<file path="src/rtl/adder_pipe_nbit_if.sv">
// Operand/result handshake bundle for adder_pipe_nbit; the DUT takes the slave modport.
// The ovf member and its modport entries exist only when ADDER_OVF_EN is defined.
interface adder_pipe_nbit_if #(
    parameter int unsigned WIDTH = 16
);
    logic             in_valid;
    logic             in_ready;
    logic [WIDTH-1:0] A;
    logic [WIDTH-1:0] B;
    logic             Cin;
    logic             sub;
    logic             out_valid;
    logic             out_ready;
    logic [WIDTH-1:0] S;
    logic             Cout;
`ifdef ADDER_OVF_EN
    logic             ovf;

    modport master (
        output in_valid, A, B, Cin, sub, out_ready,
        input  in_ready, out_valid, S, Cout, ovf
    );
    modport slave (
        input  in_valid, A, B, Cin, sub, out_ready,
        output in_ready, out_valid, S, Cout, ovf
    );
`else
    modport master (
        output in_valid, A, B, Cin, sub, out_ready,
        input  in_ready, out_valid, S, Cout
    );
    modport slave (
        input  in_valid, A, B, Cin, sub, out_ready,
        output in_ready, out_valid, S, Cout
    );
`endif
endinterface

</file>
<file path="src/rtl/adder_pipe_nbit.sv">
// Pipelined N-bit adder/subtractor: carry chain cut into CHUNK-bit slices, one register stage per slice.
// Optional signed-overflow output is enabled by defining ADDER_OVF_EN.
module adder_pipe_nbit #(
    parameter int unsigned WIDTH = 16,
    parameter int unsigned CHUNK = 4
) (
    input  logic              clk,
    input  logic              rst_n,
    adder_pipe_nbit_if.slave  bus
);
    localparam int unsigned STAGES = WIDTH / CHUNK;

    if (WIDTH % CHUNK != 0) begin : g_bad_width
        $error("adder_pipe_nbit: WIDTH must be a multiple of CHUNK");
    end

    logic             advance;
    logic [WIDTH-1:0] b_eff;
    logic             c0;

    // Whole pipe moves together; it only stalls while a finished result waits.
    assign advance      = !bus.out_valid || bus.out_ready;
    assign bus.in_ready = advance;
    assign b_eff        = bus.sub ? ~bus.B : bus.B;
    assign c0           = bus.sub ? 1'b1 : bus.Cin;

    for (genvar k = 0; k < STAGES; k++) begin : st
        logic [CHUNK-1:0]       a_sl;
        logic [CHUNK-1:0]       b_sl;
        logic                   c_in;
        logic                   v_in;
        logic [CHUNK:0]         sum;
        logic [(k+1)*CHUNK-1:0] res_nx;
        logic                   vld_q;
        logic                   c_q;
        logic [(k+1)*CHUNK-1:0] res_q;

        // Operands shrink by one slice per stage; the result grows by one slice.
        if (k == 0) begin : g_src
            assign a_sl   = bus.A[CHUNK-1:0];
            assign b_sl   = b_eff[CHUNK-1:0];
            assign c_in   = c0;
            assign v_in   = bus.in_valid;
            assign res_nx = sum[CHUNK-1:0];
        end else begin : g_src
            assign a_sl   = st[k-1].g_fwd.a_q[CHUNK-1:0];
            assign b_sl   = st[k-1].g_fwd.b_q[CHUNK-1:0];
            assign c_in   = st[k-1].c_q;
            assign v_in   = st[k-1].vld_q;
            assign res_nx = {sum[CHUNK-1:0], st[k-1].res_q};
        end

        assign sum = {1'b0, a_sl} + {1'b0, b_sl} + {{CHUNK{1'b0}}, c_in};

        // Data regs load only for valid ops, so idle-bus junk never lands in S.
        always_ff @(posedge clk or negedge rst_n) begin
            if (!rst_n) begin
                vld_q <= 1'b0;
                c_q   <= 1'b0;
                res_q <= '0;
            end else if (advance) begin
                vld_q <= v_in;
                if (v_in) begin
                    c_q   <= sum[CHUNK];
                    res_q <= res_nx;
                end
            end
        end

        if (k < STAGES - 1) begin : g_fwd
            localparam int unsigned REM = WIDTH - (k + 1) * CHUNK;
            logic [REM-1:0] a_nx;
            logic [REM-1:0] b_nx;
            logic [REM-1:0] a_q;
            logic [REM-1:0] b_q;

            if (k == 0) begin : g_nx
                assign a_nx = bus.A[WIDTH-1:CHUNK];
                assign b_nx = b_eff[WIDTH-1:CHUNK];
            end else begin : g_nx
                assign a_nx = st[k-1].g_fwd.a_q[REM+CHUNK-1:CHUNK];
                assign b_nx = st[k-1].g_fwd.b_q[REM+CHUNK-1:CHUNK];
            end

            always_ff @(posedge clk or negedge rst_n) begin
                if (!rst_n) begin
                    a_q <= '0;
                    b_q <= '0;
                end else if (advance && v_in) begin
                    a_q <= a_nx;
                    b_q <= b_nx;
                end
            end
        end

`ifdef ADDER_OVF_EN
        if (k == STAGES - 1) begin : g_ovf
            logic ovf_q;

            always_ff @(posedge clk or negedge rst_n) begin
                if (!rst_n) begin
                    ovf_q <= 1'b0;
                end else if (advance && v_in) begin
                    ovf_q <= (a_sl[CHUNK-1] == b_sl[CHUNK-1]) && (sum[CHUNK-1] != a_sl[CHUNK-1]);
                end
            end
        end
`endif
    end

    assign bus.out_valid = st[STAGES-1].vld_q;
    assign bus.S         = st[STAGES-1].res_q;
    assign bus.Cout      = st[STAGES-1].c_q;
`ifdef ADDER_OVF_EN
    assign bus.ovf       = st[STAGES-1].g_ovf.ovf_q;
`endif

endmodule
</file>
<file path="src/flat_wrapper.sv">
// flat-port wrapper written by rule: the top's interface ports become plain ports
module adder_pipe_nbit_flat 
#(
    parameter int unsigned WIDTH = 16,
    parameter int unsigned CHUNK = 4
)
  (clk, rst_n, bus_in_valid, bus_A, bus_B, bus_Cin, bus_sub, bus_out_ready, bus_in_ready, bus_out_valid, bus_S, bus_Cout);
  adder_pipe_nbit_if #(.WIDTH(WIDTH)) bus_i ();
  input  logic clk;
  input  logic rst_n;
  input wire logic [$bits(bus_i.in_valid)-1:0] bus_in_valid;
  input wire logic [$bits(bus_i.A)-1:0] bus_A;
  input wire logic [$bits(bus_i.B)-1:0] bus_B;
  input wire logic [$bits(bus_i.Cin)-1:0] bus_Cin;
  input wire logic [$bits(bus_i.sub)-1:0] bus_sub;
  input wire logic [$bits(bus_i.out_ready)-1:0] bus_out_ready;
  output wire logic [$bits(bus_i.in_ready)-1:0] bus_in_ready;
  output wire logic [$bits(bus_i.out_valid)-1:0] bus_out_valid;
  output wire logic [$bits(bus_i.S)-1:0] bus_S;
  output wire logic [$bits(bus_i.Cout)-1:0] bus_Cout;
  assign bus_i.in_valid = bus_in_valid;
  assign bus_i.A = bus_A;
  assign bus_i.B = bus_B;
  assign bus_i.Cin = bus_Cin;
  assign bus_i.sub = bus_sub;
  assign bus_i.out_ready = bus_out_ready;
  assign bus_in_ready = bus_i.in_ready;
  assign bus_out_valid = bus_i.out_valid;
  assign bus_S = bus_i.S;
  assign bus_Cout = bus_i.Cout;
  adder_pipe_nbit #(.WIDTH(WIDTH), .CHUNK(CHUNK)) u_core (.clk(clk), .rst_n(rst_n), .bus(bus_i));
endmodule
</file>
<file path="config.mk">
export PLATFORM = sky130hd
export DESIGN_NAME = adder_pipe_nbit_flat
export DESIGN_NICKNAME = d
export VERILOG_FILES = /design/src/rtl/adder_pipe_nbit_if.sv /design/src/rtl/adder_pipe_nbit.sv /design/src/flat_wrapper.sv
export SDC_FILE = /design/constraint.sdc
export NUM_CORES = 1
export LEC_CHECK = 0
export ABC_AREA = 1
export CORE_ASPECT_RATIO = 0.9
export CORE_UTILIZATION = 56
export DETAILED_ROUTE_END_ITERATION = 7
export DONT_BUFFER_PORTS = 1
export PLACE_DENSITY = 0.69
export SLEW_MARGIN = 20
export SYNTH_ARGS = -nofsm -noshare
export SYNTH_HDL_FRONTEND = slang
export SYNTH_SLANG_ARGS = --single-unit
</file>
<file path="constraint.sdc">
create_clock -name clk -period 2.8 [get_ports clk]
set_clock_uncertainty 0.15 [all_clocks]
set_input_delay 0.56 -clock clk [delete_from_list [all_inputs] [get_ports clk]]
set_output_delay 0.56 -clock clk [all_outputs]
set_load 0.05 [all_outputs]
</file>
# Yosys cells after proc, flatten, opt, wreduce, memory -nomap -nowiden
# Index checks and enable logic that the tools add are counted.
# totals
regBits	96
in_bits	38
out_inout_bits	19
word_cells	38
# op_classes
addsub	8
muxes	2
bitwise_logic	1
reduce_logical	9
# ops
operator	n
$add 4x4->5	4
$add 5x1->5	4
$mux 16	1
$not 16->16	1
$reduce_and 2->1	4
$logic_and 1x1->1	3
$logic_not 1->1	1
$logic_or 1x1->1	1
$mux 1	1

# Longest topological paths before layout
# depth
depth_word	4
depth_mapped	9
depth_no_buf	7

# Worst setup path before layout
# Ideal clock, no wire load.
# synth_path
kind	input-to-reg
start	in bus_sub
end	reg u_core.st[0].c_q
setup_ns	0.116
t_arrival_ns	2.246
t_required_ns	2.534
path_slack_ns	0.287
stages	9
n_path_buf	2
path_cell_list	buf_2 -> buf_4 -> or2_2 -> fa_1 -> fa_1 -> nand3_1 -> nand2_1 -> nand2_1 -> nand2_1
# synth_via
elab_chain_cells	3
word_cells_on_any_way	4
classes_between	add/sub: 2; mux: 2
# synth_rtl
item	line_no	source
start: declaration	flat_wrapper.sv:15	input wire logic [$bits(bus_i.sub)-1:0] bus_sub;
$mux 16	adder_pipe_nbit.sv:24	assign b_eff = bus.sub ? ~bus.B : bus.B;
$add 4x4->5	adder_pipe_nbit.sv:53	assign sum = {1'b0, a_sl} + {1'b0, b_sl} + {{CHUNK{1'b0}}, c_in};
$add 5x1->5 (*)	adder_pipe_nbit.sv:53	
end signal: assignment	adder_pipe_nbit.sv:64	c_q <= sum[CHUNK];
end: declaration	adder_pipe_nbit.sv:35	logic c_q;
# Every way passes the cells marked *; elsewhere a longest branch is shown, timed or not.
# A chain may end at the register's enable or synchronous reset.

# Worst setup path after layout
# layout_path
start	reg u_core.st[3].vld_q, in the netlist u_core.bus.out_valid
end	out bus_in_ready
# layout_via
elab_chain_cells	2
# layout_rtl
item	line_no	source
start: declaration	adder_pipe_nbit.sv:34	logic vld_q;
start signal: assignment	adder_pipe_nbit.sv:62	vld_q <= v_in;
$logic_not 1->1	adder_pipe_nbit.sv:22	assign advance = !bus.out_valid || bus.out_ready;
$logic_or 1x1->1	adder_pipe_nbit.sv:22	
end: declaration	flat_wrapper.sv:17	output wire logic [$bits(bus_i.in_ready)-1:0] bus_in_ready;
# Every way passes these cells.

==> flow_summary_export.csv <==
group,metric,value,unit
status,status,"finished, violations left",
status,violations,"negative hold slack",
floorplan,die-width,94.94,µm
routing,vias,2876,
timing,rsz0062_at_grt,"no",
yosys,synth-compound-area-share,5.864,%
routing,ant_nets,0,
setup_path,critPathKind,"reg2out",
yosys,synthMuxAreaShare,0,%
power_and_ir_drop,pwr-share-comb,30.0,%
clock_tree,path_clk_slew,90,ps
timing,timing.hold.ws,-266.5,ps
grt,grt_overflow_total,0,
timing,setup_viol,0,
placement,port_buffers,0,
min_path,min-delay-path-class,"in2async",
yosys,yosys_warnings,0,
grt,grt_first_pass_wirelength,12530,µm
clock_tree,numCtsBuffers,9,
timing,fin_crit_sh,73.56,%
grt,groute.usage.overall,19.94,%
cells_and_area,syn_to_final_growth,5.950,%
power_and_ir_drop,internal_power,0.003106,W
clock_tree,clk_latency,360,ps
setup_path,cp_top_family,"buffers and inverters",
clock_tree,cts_tree,"done",
floorplan,core_area,0.007545,mm²
timing,fmax,0.4855,GHz
timing,fin_setup_tns,0,ps
setup_path,cp_max_fo,6,
setup_path,crit_arrival,1350,ps
power_and_ir_drop,ir_worst_vdd,0.4181,mV
timing,relSlewSlack,68.08,%
power_and_ir_drop,pwr-share-seq,49.7,%
setup_path,cp-end-kind,"output port",
power_and_ir_drop,power.share.switching,40.53,%
power_and_ir_drop,power.density,1133,mW/mm²
routing,drt_iter0_drc,122,
clock_tree,htreeDepth,3,
routing,vias_per_cell,5.063,
timing,finalHoldViolCount,96,
yosys,synthesis.instances,471,
yosys,synth_simple_gate_area_share,21.93,%
yosys,syn_nets,529,
yosys,synth_cell_types,20,
setup_path,critPathMaxStageDelay,330,ps
power_and_ir_drop,design_power_total,0.005224,W
yosys,synth-seq-area-share,55.19,%
yosys,syn_area,0.004353,mm²
placement,place_hpwl,4959,µm
timing,min_period,2060,ps
grt,grt_max_degree,97,
cells_and_area,layout.nets,525,
yosys,syn_area_per_cell,9.242,µm²
clock_tree,cts.path.max_buffers,2,
placement,gp_congestion,0.7821,
setup_path,crit_path_top_delay_cell,"dfrtp_1",
floorplan,dieArea,0.008130,mm²
floorplan,initial_core_util,57.69,%
clock_tree,root_buffer,"clkbuf_8",
power_and_ir_drop,pwr-share-clk,20.4,%
power_and_ir_drop,power.switching,0.002117,W
cells_and_area,drive_gt1_share,6.356,%
timing,slew_violations,0,
routing,wirelength,7102,µm
clock_tree,cts.sinks,96,
cells_and_area,final_util,61.13,%
grt,grt_pass1_vias,2852,
grt,antenna_found_initial,0,
yosys,synth_xor_area_share,4.024,%
clock_tree,cts_setup_buffers,0,
floorplan,fp.dieH,85.64,µm
routing,drc,0,
flow_run,cap_violations,0,
yosys,synth_top_family_by_area,"simple AND/OR/NAND/NOR gates",
setup_path,crit_buf_inv,3,
floorplan,row_count,30,
setup_path,start_kind,"flop",
routing,first_pass_iters,4,
setup_path,crit_chain,"buf_4, inv_1, nor2_8, inv_4",
timing,tightestPinTransition,478.8,ps
power_and_ir_drop,leakage,2.368,nW
setup_path,crit_required,2090,ps
clock_tree,cts_resized,0,
floorplan,boundaryPins,57,
yosys,post_synth_fa_ha_maj_area_fraction,7.128,%
routing,wl_per_cell,12.50,µm
yosys,ys_ff_latch,96,
cells_and_area,antenna_cells,0,
## metal layers
| metal | wire (µm) | up-vias | track usage [%] |
|---|---|---|---|
| met4 | 99 | 0 | 7.025 |
| met5 | 0 | - | 0 |
| li1 | - | 1453 | - |
| met1 | 3525 | 1368 | 27.01 |
| met3 | 247 | 8 | 4.965 |
| met2 | 3229 | 47 | 31.33 |
## power by group through the flow
| stage | clock (W) | combinational, W | sequential [W] |
|---|---|---|---|
| global route | 0.00115 | 0.00184 | 0.00267 |
| finish | 0.00107 | 0.00156 | 0.00259 |
| detailed placement | 0 | 0.00157 | 0.00262 |
| CTS | 0.00109 | 0.00158 | 0.00260 |
| global placement | 0 | 0.00151 | 0.00260 |
| floorplan | 0 | 0.00132 | 0.00257 |
## worst reg2reg max path, delay by kind of cell (launching register included)
family	cells	cell delay, ps
buffers and inverters	4	620
DFF	1	330
and+or+nand+nor	4	690
## layout make-up
type	instances	area, µm²
Fill cell	629	2933
Multi-Input combinational cell	324	1695
Sequential cell	96	2402
Inverter	33	128.9
Clock inverter	7	118.9
Clock buffer	9	123.9
Timing Repair Buffer	3	22.52
Tap cell	96	120.1
## flip-flops by register name, summed over array words and instances (netlist names)
signal,cells
u_core.bus.Cout,1
u_core.bus.S,16
u_core.bus.out_valid,1
u_core.st.c_q,3
u_core.st.g_fwd.a_q,24
u_core.st.g_fwd.b_q,24
u_core.st.res_q,24
u_core.st.vld_q,3
## Yosys cell counts (all sizes together)
cell type,instances,area (µm²)
nand3,18,90.09
fa,8,160.2
xor2,6,52.55
dfrtp,96,2402
o21ai,43,215.2
buf,18,126.4
inv,33,128.9
ha,12,150.1
or2,1,6.260
nand2,210,795.8
xnor2,14,122.6
nor2,4,62.56
a21oi,8,40.04
## path summary, 6_finish.rpt
check | cells past startpoint | startpoint | slack, ps | to
min in group clk | 2 | bus_A[6] | 150 | u_core.st[0].g_fwd.a_q[2]
worst min register to register | 2 | u_core.st[1].g_fwd.a_q[5] | 330 | u_core.st[1].g_fwd.a_q[5]
worst min-delay path | 0 | rst_n | -270 | u_core.bus.S[3]
worst max register to register | 8 | u_core.bus.out_valid | 900 | u_core.st[0].res_q[3]
max in group asynchronous | 0 | rst_n | 2630 | u_core.st[0].g_fwd.a_q[11]
worst max-delay path | 4 | u_core.bus.out_valid | 740 | bus_in_ready
## placed cells by master, fill, tap and decap left out, drive strengths merged
cell and n:
nand2 210, dfrtp 96, o21ai 43, inv 34
nand3 18, xnor2 14, ha 12, clkbuf 9
a21oi 8, fa 8, xor2 6, nor2 4
bufinv 3, buf 3, clkinvlp 2, or2 1
clkinv 1
## cells by family after synthesis
kind of cell | after synthesis
compound gates | 51
flops | 96
buf+inv | 51
fa+ha+maj | 20
simple gates | 233
xor+xnor | 20
## per-stage QoR
| step | worst slack, ps | area, µm² | cells |
|---|---|---|---|
| 4_1_cts | 716.6 | 4612 | 568 |
| 3_5_place_dp | 599.4 | 4369 | 552 |
| 3_3_place_gp | 620.3 | 4369 | 552 |
| 6_report | 740.4 | 4612 | 568 |
| 2_1_floorplan | 287.1 | 4353 | 471 |
| 5_1_grt | 670.0 | 4612 | 568 |
Power figures use the tool's default switching activity.
